<file path="config.mk">
export PLATFORM = sky130hd
export DESIGN_NAME = lpf_writer
export DESIGN_NICKNAME = d
export VERILOG_FILES = /design/src/rtl/lpf_writer_pkg.sv /design/src/rtl/lpf_word_fifo.sv /design/src/rtl/lpf_writer.sv
export SDC_FILE = /design/constraint.sdc
export NUM_CORES = 1
export LEC_CHECK = 0
export CAP_MARGIN = 20
export CORE_AREA = 2 2 130 144
export DETAILED_ROUTE_END_ITERATION = 10
export DIE_AREA = 0 0 132 146
export PLACE_DENSITY = 0.81
export SLEW_MARGIN = 40
export SYNTH_ARGS = -nofsm -noshare
export SYNTH_HDL_FRONTEND = slang
export SYNTH_HIERARCHICAL = 1
export SYNTH_SLANG_ARGS = --single-unit
</file>
<file path="constraint.sdc">
create_clock -name clock -period 2.76 [get_ports clock]
set_input_delay 0.552 -clock clock [delete_from_list [all_inputs] [get_ports clock]]
set_output_delay 0.552 -clock clock [all_outputs]
set_load 0.01 [all_outputs]
</file>
<file path="src/rtl/lpf_writer_pkg.sv">
// Shared widths, FIFO word type and filter arithmetic for the LPF write path.
// Width macros normally come from params.v; the fallbacks below keep this slice self-contained.
`ifndef LOG_WIDTH
`define LOG_WIDTH 10
`endif
`ifndef LOG_HEIGHT
`define LOG_HEIGHT 9
`endif
`ifndef LOG_TRUNC
`define LOG_TRUNC 8
`endif
`ifndef LOG_MEM
`define LOG_MEM 16
`endif
`ifndef IMAGE_WIDTH
`define IMAGE_WIDTH 640
`endif
`ifndef LPF_FIFO_DEPTH
`define LPF_FIFO_DEPTH 4
`endif

package lpf_writer_pkg;
  localparam int LW = `LOG_WIDTH;
  localparam int LH = `LOG_HEIGHT;
  localparam int TW = `LOG_TRUNC;
  localparam int MW = `LOG_MEM;

  typedef enum logic {
    WR_IDLE = 1'b0,
    WR_WAIT = 1'b1
  } wr_state_e;

  typedef struct packed {
    logic [LW-1:0] x;
    logic [LH-1:0] y;
    logic [MW-1:0] data;
  } lpf_word_t;

  // (p[x-2] + 2*p[x-1] + p[x] + 2) >> 2; the TW+2 bit sum cannot overflow
  function automatic logic [TW-1:0] lpf_tap3(input logic [TW-1:0] pm2,
                                             input logic [TW-1:0] pm1,
                                             input logic [TW-1:0] p0);
    logic [TW+1:0] sum;
    sum = {2'b00, pm2} + {1'b0, pm1, 1'b0} + {2'b00, p0} + {{TW{1'b0}}, 2'b10};
    return sum[TW+1:2];
  endfunction
endpackage

</file>
<file path="src/rtl/lpf_word_fifo.sv">
// Small synchronous FIFO of packed {x, y, data} words; push and pop may coincide, even when full.
module lpf_word_fifo
  import lpf_writer_pkg::*;
#(
  parameter int DEPTH = 4,
  parameter int PTR_W = 2
) (
  input  logic      clock,
  input  logic      reset,
  input  logic      push_i,
  input  logic      pop_i,
  input  lpf_word_t word_i,
  output lpf_word_t head_o,
  output logic      full_o,
  output logic      empty_o
);
  localparam logic [PTR_W:0] FULL_CNT = (PTR_W+1)'(DEPTH);

  lpf_word_t        mem_q [DEPTH];
  logic [PTR_W-1:0] wr_ptr_q;
  logic [PTR_W-1:0] rd_ptr_q;
  logic [PTR_W:0]   count_q;
  logic             push_ok_s;
  logic             pop_ok_s;

  assign full_o    = (count_q == FULL_CNT);
  assign empty_o   = (count_q == {(PTR_W+1){1'b0}});
  assign push_ok_s = push_i && (!full_o || pop_i);
  assign pop_ok_s  = pop_i && !empty_o;
  assign head_o    = mem_q[rd_ptr_q];

  // storage array
  always_ff @(posedge clock) begin
    if (push_ok_s) begin
      mem_q[wr_ptr_q] <= word_i;
    end
  end

  // pointers and occupancy
  always_ff @(posedge clock) begin
    if (reset) begin
      wr_ptr_q <= {PTR_W{1'b0}};
      rd_ptr_q <= {PTR_W{1'b0}};
      count_q  <= {(PTR_W+1){1'b0}};
    end else begin
      if (push_ok_s) wr_ptr_q <= wr_ptr_q + PTR_W'(1'b1);
      if (pop_ok_s)  rd_ptr_q <= rd_ptr_q + PTR_W'(1'b1);
      case ({push_ok_s, pop_ok_s})
        2'b10:   count_q <= count_q + (PTR_W+1)'(1'b1);
        2'b01:   count_q <= count_q - (PTR_W+1)'(1'b1);
        default: count_q <= count_q;
      endcase
    end
  end
endmodule

</file>
<file path="src/rtl/lpf_writer.sv">
// LPF frame writer: 3-tap horizontal filter, even/odd pixel pairing, word FIFO and write FSM.
// Define LPF_FILTER_EN to enable the filter; otherwise pixels pass through with the same latency.
module lpf_writer
  import lpf_writer_pkg::*;
#(
  parameter int FIFO_DEPTH = `LPF_FIFO_DEPTH,
  parameter int PTR_W      = 2
) (
  input  logic          clock,
  input  logic          reset,
  input  logic          frame_flag,
  input  logic [TW-1:0] pixel_in,
  input  logic [LW-1:0] x_in,
  input  logic [LH-1:0] y_in,
  input  logic          pixel_in_flag,
  output logic          lpf_flag,
  output logic          lpf_wr,
  output logic [LW-1:0] lpf_x,
  output logic [LH-1:0] lpf_y,
  output logic [MW-1:0] lpf_pixel_write,
  input  logic          done_lpf,
  output logic          overflow
);
  logic [TW-1:0] filt_d;
  logic [TW-1:0] filt_q;
  logic          filt_valid_q;
  logic [LW-1:0] filt_x_q;
  logic [LH-1:0] filt_y_q;

`ifdef LPF_FILTER_EN
  logic [TW-1:0] hist1_q;
  logic [TW-1:0] hist2_q;
  logic [TW-1:0] tap1_s;
  logic [TW-1:0] tap2_s;

  // x==0 replicates the edge pixel into both taps; x==1 then sees p[0] twice naturally
  always_comb begin
    tap1_s = hist1_q;
    tap2_s = hist2_q;
    if (x_in == {LW{1'b0}}) begin
      tap1_s = pixel_in;
      tap2_s = pixel_in;
    end else if (frame_flag) begin
      tap1_s = {TW{1'b0}};
      tap2_s = {TW{1'b0}};
    end else begin
      tap1_s = hist1_q;
      tap2_s = hist2_q;
    end
  end

  // row history shift register
  always_ff @(posedge clock) begin
    if (reset) begin
      hist1_q <= {TW{1'b0}};
      hist2_q <= {TW{1'b0}};
    end else if (pixel_in_flag) begin
      hist2_q <= tap1_s;
      hist1_q <= pixel_in;
    end else if (frame_flag) begin
      hist1_q <= {TW{1'b0}};
      hist2_q <= {TW{1'b0}};
    end
  end

  always_comb filt_d = lpf_tap3(tap2_s, tap1_s, pixel_in);
`else
  always_comb filt_d = pixel_in;
`endif

  // filter output register
  always_ff @(posedge clock) begin
    if (reset) begin
      filt_valid_q <= 1'b0;
      filt_q       <= {TW{1'b0}};
      filt_x_q     <= {LW{1'b0}};
      filt_y_q     <= {LH{1'b0}};
    end else begin
      filt_valid_q <= pixel_in_flag;
      if (pixel_in_flag) begin
        filt_q   <= filt_d;
        filt_x_q <= x_in;
        filt_y_q <= y_in;
      end
    end
  end

  logic [TW-1:0] even_q;
  logic [LW-1:0] even_x_q;
  logic [LH-1:0] even_y_q;
  logic          even_valid_q;
  logic          push_s;
  logic          pop_s;
  lpf_word_t     push_word_s;
  lpf_word_t     head_s;
  logic          fifo_full_s;
  logic          fifo_empty_s;
  wr_state_e     state_q;

  // an odd pixel completes a word only if its even neighbour on the same row is held
  assign push_s = filt_valid_q && filt_x_q[0] && even_valid_q && !frame_flag &&
                  (even_x_q == {filt_x_q[LW-1:1], 1'b0}) && (even_y_q == filt_y_q);
  assign push_word_s = '{x: even_x_q, y: even_y_q, data: {even_q, filt_q}};
  assign pop_s = (state_q == WR_WAIT) && done_lpf;

  // even pixel holding register
  always_ff @(posedge clock) begin
    if (reset) begin
      even_valid_q <= 1'b0;
      even_q       <= {TW{1'b0}};
      even_x_q     <= {LW{1'b0}};
      even_y_q     <= {LH{1'b0}};
    end else if (frame_flag) begin
      even_valid_q <= 1'b0;
    end else if (filt_valid_q && !filt_x_q[0]) begin
      even_valid_q <= 1'b1;
      even_q       <= filt_q;
      even_x_q     <= filt_x_q;
      even_y_q     <= filt_y_q;
    end
  end

  lpf_word_fifo #(
    .DEPTH (FIFO_DEPTH),
    .PTR_W (PTR_W)
  ) u_fifo (
    .clock   (clock),
    .reset   (reset),
    .push_i  (push_s),
    .pop_i   (pop_s),
    .word_i  (push_word_s),
    .head_o  (head_s),
    .full_o  (fifo_full_s),
    .empty_o (fifo_empty_s)
  );

  // sticky drop indicator
  always_ff @(posedge clock) begin
    if (reset || frame_flag) begin
      overflow <= 1'b0;
    end else if (push_s && fifo_full_s && !pop_s) begin
      overflow <= 1'b1;
    end
  end

  logic          lpf_flag_q;
  logic          lpf_wr_q;
  logic [LW-1:0] lpf_x_q;
  logic [LH-1:0] lpf_y_q;
  logic [MW-1:0] lpf_data_q;

  // write transaction FSM; the head word stays in the FIFO until done_lpf pops it
  always_ff @(posedge clock) begin
    if (reset) begin
      state_q    <= WR_IDLE;
      lpf_flag_q <= 1'b0;
      lpf_wr_q   <= 1'b0;
      lpf_x_q    <= {LW{1'b0}};
      lpf_y_q    <= {LH{1'b0}};
      lpf_data_q <= {MW{1'b0}};
    end else begin
      case (state_q)
        WR_IDLE: begin
          if (!fifo_empty_s) begin
            lpf_x_q    <= head_s.x;
            lpf_y_q    <= head_s.y;
            lpf_data_q <= head_s.data;
            lpf_flag_q <= 1'b1;
            lpf_wr_q   <= 1'b1;
            state_q    <= WR_WAIT;
          end else begin
            lpf_flag_q <= 1'b0;
          end
        end
        WR_WAIT: begin
          lpf_flag_q <= 1'b0;
          if (done_lpf) begin
            lpf_wr_q <= 1'b0;
            state_q  <= WR_IDLE;
          end
        end
        default: begin
          lpf_flag_q <= 1'b0;
          lpf_wr_q   <= 1'b0;
          state_q    <= WR_IDLE;
        end
      endcase
    end
  end

  assign lpf_flag        = lpf_flag_q;
  assign lpf_wr          = lpf_wr_q;
  assign lpf_x           = lpf_x_q;
  assign lpf_y           = lpf_y_q;
  assign lpf_pixel_write = lpf_data_q;
endmodule

</file>
==> flow_metrics.env, run 1 <==
export IMPL_synth_edf_count=140
export IMPL_stdcell_area_um2=10900
export IMPL_diodes=0
export IMPL_finalHoldViolCount=0
export IMPL_synth_area_um2=9090
export IMPL_path_cells="xor2_1 > nor4_2 > buf_4 > nand2_1 > nor2_1 > a21boi_2 > inv_1 > ha_1 > inv_1 > fa_1 > xor2_1 > or3_1 > a21oi_1"
export IMPL_powerDensity_nw_per_um2=663
export IMPL_syn_inst=642
export IMPL_grt_first_pass_wirelength_mm=29.1
export IMPL_yosysWarnings=6
export IMPL_max_cap_violations=0
export IMPL_first_global_vias=5609
export IMPL_r2r_start="even_y_q[7]"
export IMPL_skew_ns=0.0167
export IMPL_period_needed_ns=2.59
export IMPL_cts_root_buf="clkbuf_16"
export IMPL_ys_seq_area_share_pct=69.1
export IMPL_syn_area_per_cell_um2=14.2
export IMPL_tightest_slew_ns=0.693
export IMPL_placed_area_um2=10100
export IMPL_final_hold_worst_slack_ns=0.455
export IMPL_switchingPower_w=0.00140
export IMPL_p_leak_nw=3.78
export IMPL_insertion_delay_ns=0.51
export IMPL_reg2reg_to="u_fifo/count_q[2]"
export IMPL_final_cell_mix="edfxtp_1 (140), nand2_1 (125), dfxtp_1 (99)"
export IMPL_post_dp_hpwl_mm=11.4
export IMPL_pre_cts_slack_ns=-0.213
export IMPL_wire_per_inst_um=18.4
export IMPL_crit_type="reg -> reg"
export IMPL_grt_start_max_net_pins=65
export IMPL_fillCellCount=1261
export IMPL_vdd_drop_max_uv=413
export IMPL_cpLargestDelayFamily="adder cells"
export IMPL_synth_top_cells_by_area="edfxtp_1 (46%), dfxtp_1 (23%), mux4_2 (7.4%)"
export IMPL_dr_total_vias=5234
export IMPL_cts_buffers=24
export IMPL_crit_path_start_kind="register"
export IMPL_routabilityCongestion=0.762
export IMPL_setup_viol=0
export IMPL_area_delta_synth_final_pct=20.0
export IMPL_htreeDepth=1
export IMPL_rows=51
export IMPL_clock_sinks=244
export IMPL_cts_tree="yes"
export IMPL_die_area_um2=19300
export IMPL_worst_r2r_cell_count=13
export IMPL_drtIter0Drc=423
export IMPL_mostFrequentLayoutCell="edfxtp_1"
export IMPL_max_freq_mhz=386
export IMPL_cts_buffer_depth=3
export IMPL_postRouteAntennaNets=0
export IMPL_internal_power_w=0.00584
export IMPL_pwr_share_seq_pct=53.7
export IMPL_crit_fanout=6
export IMPL_rsz0062_at_grt="false"
export IMPL_antenna_found_initial=0
export IMPL_initial_core_util_pct=51.4
export IMPL_vias_per_cell=5.33
export IMPL_arrival_ns=3.00
export IMPL_cts_setup_buffers=0
export IMPL_synth_seq_cells=244
export IMPL_die_w_um=132
export IMPL_swShare_pct=19.3
export IMPL_cp_required_ns=3.17
export IMPL_io_pins=70
export IMPL_finish_utilization_pct=61.7
export IMPL_port_buffers=69
export IMPL_reg2reg_slack_ns=0.17
export IMPL_crit_path_start="even_y_q[7]"
export IMPL_relSlewSlack_pct=53.8
export IMPL_crit_cells=13
export IMPL_ys_flop_type="edfxtp_1"
export IMPL_holdCritPathClass="reg -> reg"
export IMPL_status="complete, no violations"
export IMPL_clkPwrFrac_pct=43.7
export IMPL_drc=0
export IMPL_cp_buffers_inverters=3
export IMPL_grt_overflow=0
export IMPL_clkTransAtPathRegs_ns=0.06
export IMPL_syn_num_nets=680
export IMPL_cpPeakStageDelay_ns=0.46
export IMPL_drive_gt1_share_pct=14.8
export IMPL_crit_path_end="u_fifo/count_q[2]"
export IMPL_fin_ws_ns=0.170
export IMPL_end_kind="register"
export IMPL_post_route_period_util_pct=93.8
export IMPL_ys_types=39
export IMPL_core_area_um2=17700
export IMPL_die_h_um=146
export IMPL_timing_setup_tns_ns=0
export IMPL_async_flop_share_pct=0
export IMPL_dr_pass1_iters=5
export IMPL_cp_slowest_cell="dfxtp_1"
export IMPL_synth_top_cell_by_area="edfxtp_1"
export IMPL_netlist_area_leader_share_pct=46.2
export IMPL_num_nets_final=764
export IMPL_drv_slew=0
export IMPL_grt_use_total_pct=19.1
export IMPL_wirelength_mm=18.1
export IMPL_pwr_share_comb_pct=2.6
[cells in the mapped netlist, types with 2 or more instances]
master	count
edfxtp_1	140
and2_1	5
nand2_1	125
a21oi_1	65
nor2_1	38
mux2i_1	28
buf_12	3
buf_4	4
or3_1	2
nor3b_2	2
clkbuf_1	11
inv_1	10
mux4_2	30
mux4_1	5
xor2_1	21
nor2b_1	2
dfxtp_1	104
nand2b_1	2
o21ai_0	2
nor4_1	4
buf_2	14
nor3_1	4
ha_1	5
[layout make-up]
| type | instances | area [um^2] | share of cell area [%] |
|---|---|---|---|
| Clock inverter | 5 | 53.8 | 0.493 |
| Multi-Input combinational cell | 353 | 2590 | 23.7 |
| Sequential cell | 244 | 6290 | 57.7 |
| Clock buffer | 39 | 728 | 6.67 |
| Inverter | 10 | 37.5 | 0.344 |
| Tap cell | 238 | 298 | 2.73 |
| Timing Repair Buffer | 93 | 913 | 8.37 |
[stage by stage]
stage	power, W	instances
finish	0.00723	982
global route	0.00744	982
CTS	0.00728	982
detailed placement	0.00415	938
global placement	0.00414	938
floorplan	0.00405	642
[flip-flops by register name (all words and copies together) (netlist names), named ones only]
register / flops
u_fifo/wr_ptr_q: 2
lpf_flag: 1
even_q: 8
filt_q: 8
filt_x_q: 10
overflow: 1
u_fifo/count_q: 3
lpf_y: 9
even_y_q: 9
even_x_q: 10
lpf_wr: 1
filt_y_q: 9
lpf_pixel_write: 16
state_q: 1
even_valid_q: 1
u_fifo/mem_q: 140
u_fifo/rd_ptr_q: 2
filt_valid_q: 1
lpf_x: 10
[layer usage]
metal  wire [um]  up-vias  global-route usage, %  part of all wire (%)
li1            -     2457                      -                     -
met1        7110     2586                   23.1                    39
met2        9490      155                   34.2                    53
met3         967       36                   3.00                   5.4
met4         476        0                   7.45                   2.6
met5           0        -                      0                     0
[power groups by stage]
| stage | Clock, W | Combinational (W) | Sequential, W |
|---|---|---|---|
| 2_1_floorplan | 0 | 0.000102 | 0.00395 |
| 3_3_place_gp | 0 | 0.000174 | 0.00396 |
| 3_5_place_dp | 0 | 0.000180 | 0.00397 |
| 4_1_cts | 0.00321 | 0.000182 | 0.00389 |
| 5_1_grt | 0.00335 | 0.000205 | 0.00389 |
| 6_report | 0.00316 | 0.000188 | 0.00389 |
[worst min-delay path: stages, from the launching register on]
cell     delay [ns]
dfxtp_1        0.31
nand2_1        0.05
a21oi_1        0.05
[kinds of logic (layout without fill, tap and decap cells)]
family / after synthesis / in the layout / share of synthesized area, %
simple gates: 192 / 192 / 8.94
fa+ha+maj: 6 / 6 / 0.908
buf+inv: 45 / 147 / 2.85
xor+xnor: 21 / 21 / 2.02
compound gates: 70 / 70 / 4.03
mux: 64 / 64 / 12.1
flops: 244 / 244 / 69.1
[how the worst min path moves through the flow]
stage	slack, ns	to	depth (start not counted)	start
floorplan	0.46	even_x_q[9]	2	filt_x_q[9]
global placement	0.45	lpf_pixel_write[5]	2	lpf_pixel_write[5]
global route	0.48	lpf_pixel_write[13]	2	lpf_pixel_write[13]
detailed placement	0.45	lpf_y[3]	2	lpf_y[3]
finish	0.45	lpf_x[1]	2	lpf_x[1]
CTS	0.46	lpf_y[3]	2	lpf_y[3]
[repair_timing]
action	4_1_cts	5_1_grt
hold buffers	0	0
gates resized for setup	0	10
endpoints found under the setup margin	0	2
Note: power is estimated with default switching activity, not from simulation.
==> run 2, diff against run 1 <==
Settings changed: CORE_AREA 2 2 130 144 to 2 2 129 143, CTS_CLUSTER_DIAMETER from default to 50, DIE_AREA 0 0 132 146 to 0 0 131 145, SYNTH_HIERARCHICAL 1 to default.
==> flow_metrics.env, run 2 <==
export IMPL_max_freq_mhz=386
export IMPL_cts_buffer_depth=3
export IMPL_ys_types=36
export IMPL_clkPwrFrac_pct=43.9
export IMPL_num_nets_final=758
export IMPL_swShare_pct=19.4
export IMPL_post_dp_hpwl_mm=10.9
export IMPL_htreeDepth=1
export IMPL_path_cells="xor2_1 > nor4_2 > buf_4 > nand3_1 > nor2_1 > inv_1 > ha_1 > inv_1 > fa_1 > xor2_1 > or3_1 > a21oi_1"
export IMPL_powerDensity_nw_per_um2=668
export IMPL_cts_buffers=23
export IMPL_setup_viol=0
export IMPL_crit_fanout=6
export IMPL_status="complete, no violations"
export IMPL_final_hold_worst_slack_ns=0.409
export IMPL_crit_path_start_kind="register"
export IMPL_synth_compound_area_share_pct=4.08
export IMPL_cts_tree="yes"
export IMPL_syn_inst=634
export IMPL_io_pins=70
export IMPL_syn_area_per_cell_um2=14.1
export IMPL_port_buffers=69
export IMPL_ys_seq_area_share_pct=69.7
export IMPL_synth_xor_area_share_pct=2.15
export IMPL_tightest_slew_ns=0.791
export IMPL_cts_root_buf="clkbuf_16"
export IMPL_whs_path_depth=3
export IMPL_internal_power_w=0.00583
export IMPL_initial_core_util_pct=51.1
export IMPL_drtIter0Drc=443
export IMPL_crit_type="reg -> reg"
export IMPL_top_register="u_fifo.mem_q"
export IMPL_fin_ws_ns=0.167
export IMPL_dpl_cell_count=933
export IMPL_yosysWarnings=0
export IMPL_cp_required_ns=3.18
export IMPL_core_area_um2=17500
export IMPL_yosysMostFrequentCell="edfxtp_1"
export IMPL_first_global_vias=5577
export IMPL_clkTransAtPathRegs_ns=0.06
export IMPL_grt_start_max_net_pins=65
export IMPL_synth_adder_area_share_pct=0.922
export IMPL_wirelength_mm=18.2
export IMPL_post_route_period_util_pct=93.9
export IMPL_mostFrequentLayoutCell="edfxtp_1"
export IMPL_synth_top_cells_by_count="edfxtp_1 (140), nand2_1 (126), dfxtp_1 (102)"
export IMPL_pre_cts_slack_ns=-0.115
export IMPL_drc=0
export IMPL_clock_sinks=242
export IMPL_async_flop_share_pct=0
export IMPL_antenna_found_initial=0
export IMPL_insertion_delay_ns=0.50
export IMPL_switchingPower_w=0.00140
export IMPL_die_h_um=145
export IMPL_cp_slowest_cell="fa_1"
export IMPL_p_leak_nw=3.66
export IMPL_synth_top_cells_by_area="edfxtp_1 (47%), dfxtp_1 (23%), mux4_2 (8.8%)"
export IMPL_cpPeakStageDelay_ns=0.44
export IMPL_ys_flop_type="edfxtp_1"
export IMPL_synth_area_um2=8960
export IMPL_relSlewSlack_pct=47.3
export IMPL_vias_per_cell=5.42
export IMPL_worst_r2r_cell_count=12
export IMPL_vdd_drop_max_uv=480
export IMPL_drv_slew=0
export IMPL_syn_num_nets=672
export IMPL_routabilityCongestion=0.815
export IMPL_dr_total_vias=5281
export IMPL_hold_path_end="filt_x_q[1]"
export IMPL_pwr_share_seq_pct=53.4
export IMPL_die_area_um2=19000
export IMPL_grt_overflow=0
export IMPL_synth_top_cell_by_area="edfxtp_1"
export IMPL_finalHoldViolCount=0
export IMPL_postRouteAntennaNets=0
export IMPL_grt_first_pass_wirelength_mm=29.3
export IMPL_end_kind="register"
export IMPL_reg2reg_to="u_fifo.count_q[2]"
export IMPL_max_cap_violations=0
export IMPL_synth_seq_cells=242
export IMPL_die_w_um=131
export IMPL_holdCritPathClass="in -> reg"
export IMPL_cts_setup_buffers=0
export IMPL_hp_start="pixel_in_flag"
export IMPL_drive_gt1_share_pct=15.5
export IMPL_wire_per_inst_um=18.7
export IMPL_final_cells=974
export IMPL_period_needed_ns=2.59
export IMPL_reg2reg_slack_ns=0.17
export IMPL_pwr_share_comb_pct=2.8
export IMPL_area_delta_synth_final_pct=20.7
export IMPL_rsz0062_at_grt="false"
export IMPL_grt_use_total_pct=19.8
export IMPL_diodes=0
export IMPL_netlist_area_leader_share_pct=46.9
export IMPL_dr_pass1_iters=5
export IMPL_rows=51
export IMPL_finish_utilization_pct=61.7
export IMPL_r2r_start="even_y_q[1]"
export IMPL_synth_edf_count=140
export IMPL_final_cell_mix="edfxtp_1 (140), nand2_1 (126), dfxtp_1 (101)"
export IMPL_skew_ns=0.0159
export IMPL_yosys_mux_area_fraction_pct=11.8
export IMPL_cts_hold_buf=0
export IMPL_arrival_ns=3.02
export IMPL_synth_top_family_by_area="multiplexers"
export IMPL_largest_reg_flops=140
export IMPL_p_total_w=0.00723
export IMPL_synth_simple_gate_area_share_pct=9.08
[run 2: cell types whose count changed after synthesis, sizes merged, moves of 2 or more]
cell	before	now
and2	5	0
clkbuf	12	10
inv	10	6
a21oi	65	67
nor2	39	37
o31ai	2	0
nand3	2	4
and3	1	6
dfxtp	104	102
nor3	4	2
[run 2: power by group through the flow]
stage	Clock, W	Sequential, W	Combinational (W)
finish	0.00317	0.00386	0.000199
CTS	0.00322	0.00386	0.000197
global route	0.00336	0.00386	0.000216
floorplan	0	0.00392	0.000102
detailed placement	0	0.00394	0.000193
global placement	0	0.00393	0.000188
[run 2: repair_timing]
item / CTS / global route
endpoints found under the hold margin: 0 / 0
gates resized for setup: 0 / 2
setup endpoints to repair: 0 / 2
[run 2: worst max path at each step]
stage                 from                 to  slack (ns)
3_5_place_dp    frame_flag  u_fifo.count_q[2]       -0.12
3_3_place_gp    frame_flag  u_fifo.count_q[2]      -0.003
6_report       even_y_q[1]  u_fifo.count_q[2]        0.17
2_1_floorplan     done_lpf  u_fifo.count_q[2]        0.51
5_1_grt        even_y_q[1]  u_fifo.count_q[2]        0.02
4_1_cts        even_x_q[9]  u_fifo.count_q[2]        0.16
[run 2: through the flow]
step / TNS [ns] / cell area, um^2
floorplan: 0 / 8960
global placement: -0.00341 / 10000
detailed placement: -0.115 / 10000
CTS: 0 / 10800
global route: 0 / 10800
finish: 0 / 10800
[run 2: area by class of cell]
class / instances / area, um^2
clock buffers: 35 / 692
clock inverters: 6 / 80.1
flip-flops and latches: 242 / 6250
inverters: 6 / 22.5
well taps: 238 / 298
fillers: 1203 / 6730
repair buffers: 95 / 953
multi-input cells: 352 / 2530
[run 2: cell families after synthesis]
kind of cell    after synthesis
fa+ha+maj                     6
simple gates                190
mux                          62
buf+inv                      40
xor+xnor                     22
flops                       242
compound gates               72
[run 2: worst max-delay path, delay by kind of cell (launching register included)]
kind,cells,cell delay [ns]
flops,1,0.43
xor+xnor,2,0.41
buf+inv,3,0.29
compound gates,1,0.16
fa+ha+maj,2,0.60
simple gates,4,0.63
[run 2: per-layer routing]
metal  vias to the layer above  share of wire (%)  GRT usage [%]
li1                       2449                  -              -
met1                      2628                 40           25.8
met2                       177                 52           33.9
met3                        27                6.2           2.80
met4                         0                2.1           6.70
met5                         -                  0              0
==> run 3, diff against run 2 <==
Settings changed: CORE_AREA 2 2 129 143 to 2 2 126 141, CTS_BUF_LIST from default to sky130_fd_sc_hd__clkbuf_8, DIE_AREA 0 0 131 145 to 0 0 128 143, PLACE_DENSITY 0.81 to 0.84.
==> flow_metrics.env, run 3 (synthesized netlist as in run 2, its figures left out) <==
export IMPL_grt_start_max_net_pins=52
export IMPL_holdCritPathClass="reg -> reg"
export IMPL_crit_path_start_kind="register"
export IMPL_worst_r2r_cell_count=12
export IMPL_arrival_ns=2.94
export IMPL_finish_utilization_pct=64.1
export IMPL_drv_slew=0
export IMPL_reg2reg_to="u_fifo.count_q[2]"
export IMPL_hold_path_end="lpf_pixel_write[7]"
export IMPL_num_nets_final=772
export IMPL_pre_cts_slack_ns=-0.0642
export IMPL_die_w_um=128
export IMPL_reg2reg_slack_ns=0.25
export IMPL_dr_pass1_iters=4
export IMPL_routabilityCongestion=0.798
export IMPL_fin_ws_ns=0.251
export IMPL_cts_root_buf="clkbuf_8"
export IMPL_port_buffers=69
export IMPL_area_delta_synth_final_pct=19.9
export IMPL_r2r_start="even_y_q[0]"
export IMPL_timing_setup_tns_ns=0
export IMPL_wire_per_inst_um=18.5
export IMPL_dr_total_vias=5331
export IMPL_tightest_slew_ns=0.699
export IMPL_max_freq_mhz=399
export IMPL_crit_fanout=6
export IMPL_hp_start="lpf_pixel_write[7]"
export IMPL_grt_use_total_pct=20.4
export IMPL_htreeDepth=2
export IMPL_largest_reg_flops=140
export IMPL_diodes=0
export IMPL_post_dp_hpwl_mm=11.3
export IMPL_rows=50
export IMPL_fillCellCount=1157
export IMPL_relSlewSlack_pct=53.4
export IMPL_grt_overflow=0
export IMPL_cp_required_ns=3.19
export IMPL_whs_path_depth=2
export IMPL_cts_setup_buffers=0
export IMPL_grt_first_pass_wirelength_mm=28.8
export IMPL_end_kind="register"
export IMPL_antenna_found_initial=0
export IMPL_drc=0
export IMPL_die_h_um=143
export IMPL_clkTransAtPathRegs_ns=0.06
export IMPL_skew_ns=0.0153
export IMPL_insertion_delay_ns=0.51
export IMPL_wirelength_mm=17.9
export IMPL_p_leak_nw=3.70
export IMPL_crit_type="reg -> reg"
export IMPL_io_pins=70
export IMPL_rsz0062_at_grt="false"
export IMPL_period_needed_ns=2.51
export IMPL_drtIter0Drc=321
export IMPL_cts_buffer_depth=3
export IMPL_die_area_um2=18300
export IMPL_initial_core_util_pct=53.4
export IMPL_post_route_period_util_pct=90.9
export IMPL_finalHoldViolCount=0
export IMPL_final_cell_mix="edfxtp_1 (140), nand2_1 (126), dfxtp_1 (101)"
export IMPL_core_area_um2=16800
export IMPL_clock_sinks=242
export IMPL_cts_buffers=37
export IMPL_max_cap_violations=0
export IMPL_vias_per_cell=5.49
export IMPL_first_global_vias=5613
export IMPL_cts_tree="yes"
export IMPL_postRouteAntennaNets=0
export IMPL_top_register="u_fifo.mem_q"
export IMPL_setup_viol=0
export IMPL_vdd_drop_max_uv=450
export IMPL_powerDensity_nw_per_um2=643
export IMPL_status="complete, no violations"
export IMPL_mostFrequentLayoutCell="edfxtp_1"
export IMPL_drive_gt1_share_pct=17.2
-- run 3: cell types whose count changed in the layout (fill, tap and decap cells not counted), sizes merged --
cell,previous run,this run
inv,6,18
clkbuf,35,44
clkinv,4,9
clkinvlp,0,2
bufinv,2,1
-- run 3: timing repair --
action | 4_1_cts | 5_1_grt
hold buffers | 0 | 0
gates resized for setup | 0 | 1
endpoints found under the setup margin | 0 | 1
-- run 3: metal layers --
metal  vias to the layer above  global-route usage [%]  wire length (um)
li1                       2490                       -                 -
met1                      2633                    25.1              7150
met2                       167                    35.7              9370
met3                        41                    3.71               940
met4                         0                    8.04               469
met5                         -                       0                 0
-- run 3: area by class of cell --
| type | count | area (um^2) | area share (%) |
|---|---|---|---|
| Clock buffer | 44 | 606 | 5.64 |
| Timing Repair Buffer | 95 | 953 | 8.87 |
| Tap cell | 208 | 260 | 2.42 |
| Clock inverter | 24 | 131 | 1.22 |
| Multi-Input combinational cell | 352 | 2520 | 23.5 |
| Sequential cell | 242 | 6250 | 58.1 |
| Inverter | 6 | 22.5 | 0.210 |
-- run 3: worst max path at each step --
stage | start | endpoint | slack (ns) | depth (start not counted)
floorplan | done_lpf | u_fifo.count_q[2] | 0.51 | 11
global placement | frame_flag | u_fifo.count_q[2] | 0.06 | 12
detailed placement | done_lpf | u_fifo.count_q[2] | -0.06 | 12
CTS | even_x_q[9] | u_fifo.count_q[2] | 0.14 | 11
global route | even_y_q[8] | u_fifo.count_q[2] | 0.08 | 11
finish | even_y_q[0] | u_fifo.count_q[2] | 0.25 | 12
-- run 3: critical path, cell delays in order (launching register included) --
cell and delay, ns:
dfxtp_1 0.45, xor2_1 0.23, nor4_2 0.10, buf_4 0.16
nand3_1 0.10, nor2_1 0.05, inv_1 0.05, ha_1 0.17
inv_1 0.07, fa_1 0.43, xor2_1 0.17, or3_1 0.32
a21oi_1 0.14
-- run 3: stage by stage --
step	cell area [um^2]	hold WS, ns	power [W]	std cells
floorplan	8960	0.456	0.00402	634
global placement	10000	0.446	0.00412	903
detailed placement	10000	0.447	0.00413	903
CTS	10700	0.455	0.00695	971
global route	10700	0.473	0.00713	971
finish	10700	0.452	0.00690	971
-- run 3: where the power goes --
group	internal, W	leakage (nW)	switching [W]
logic	0.0000918	1.17	0.000102
registers	0.00382	2.11	0.0000382
clock network	0.00155	0.423	0.00130
total	0.00546	3.70	0.00144
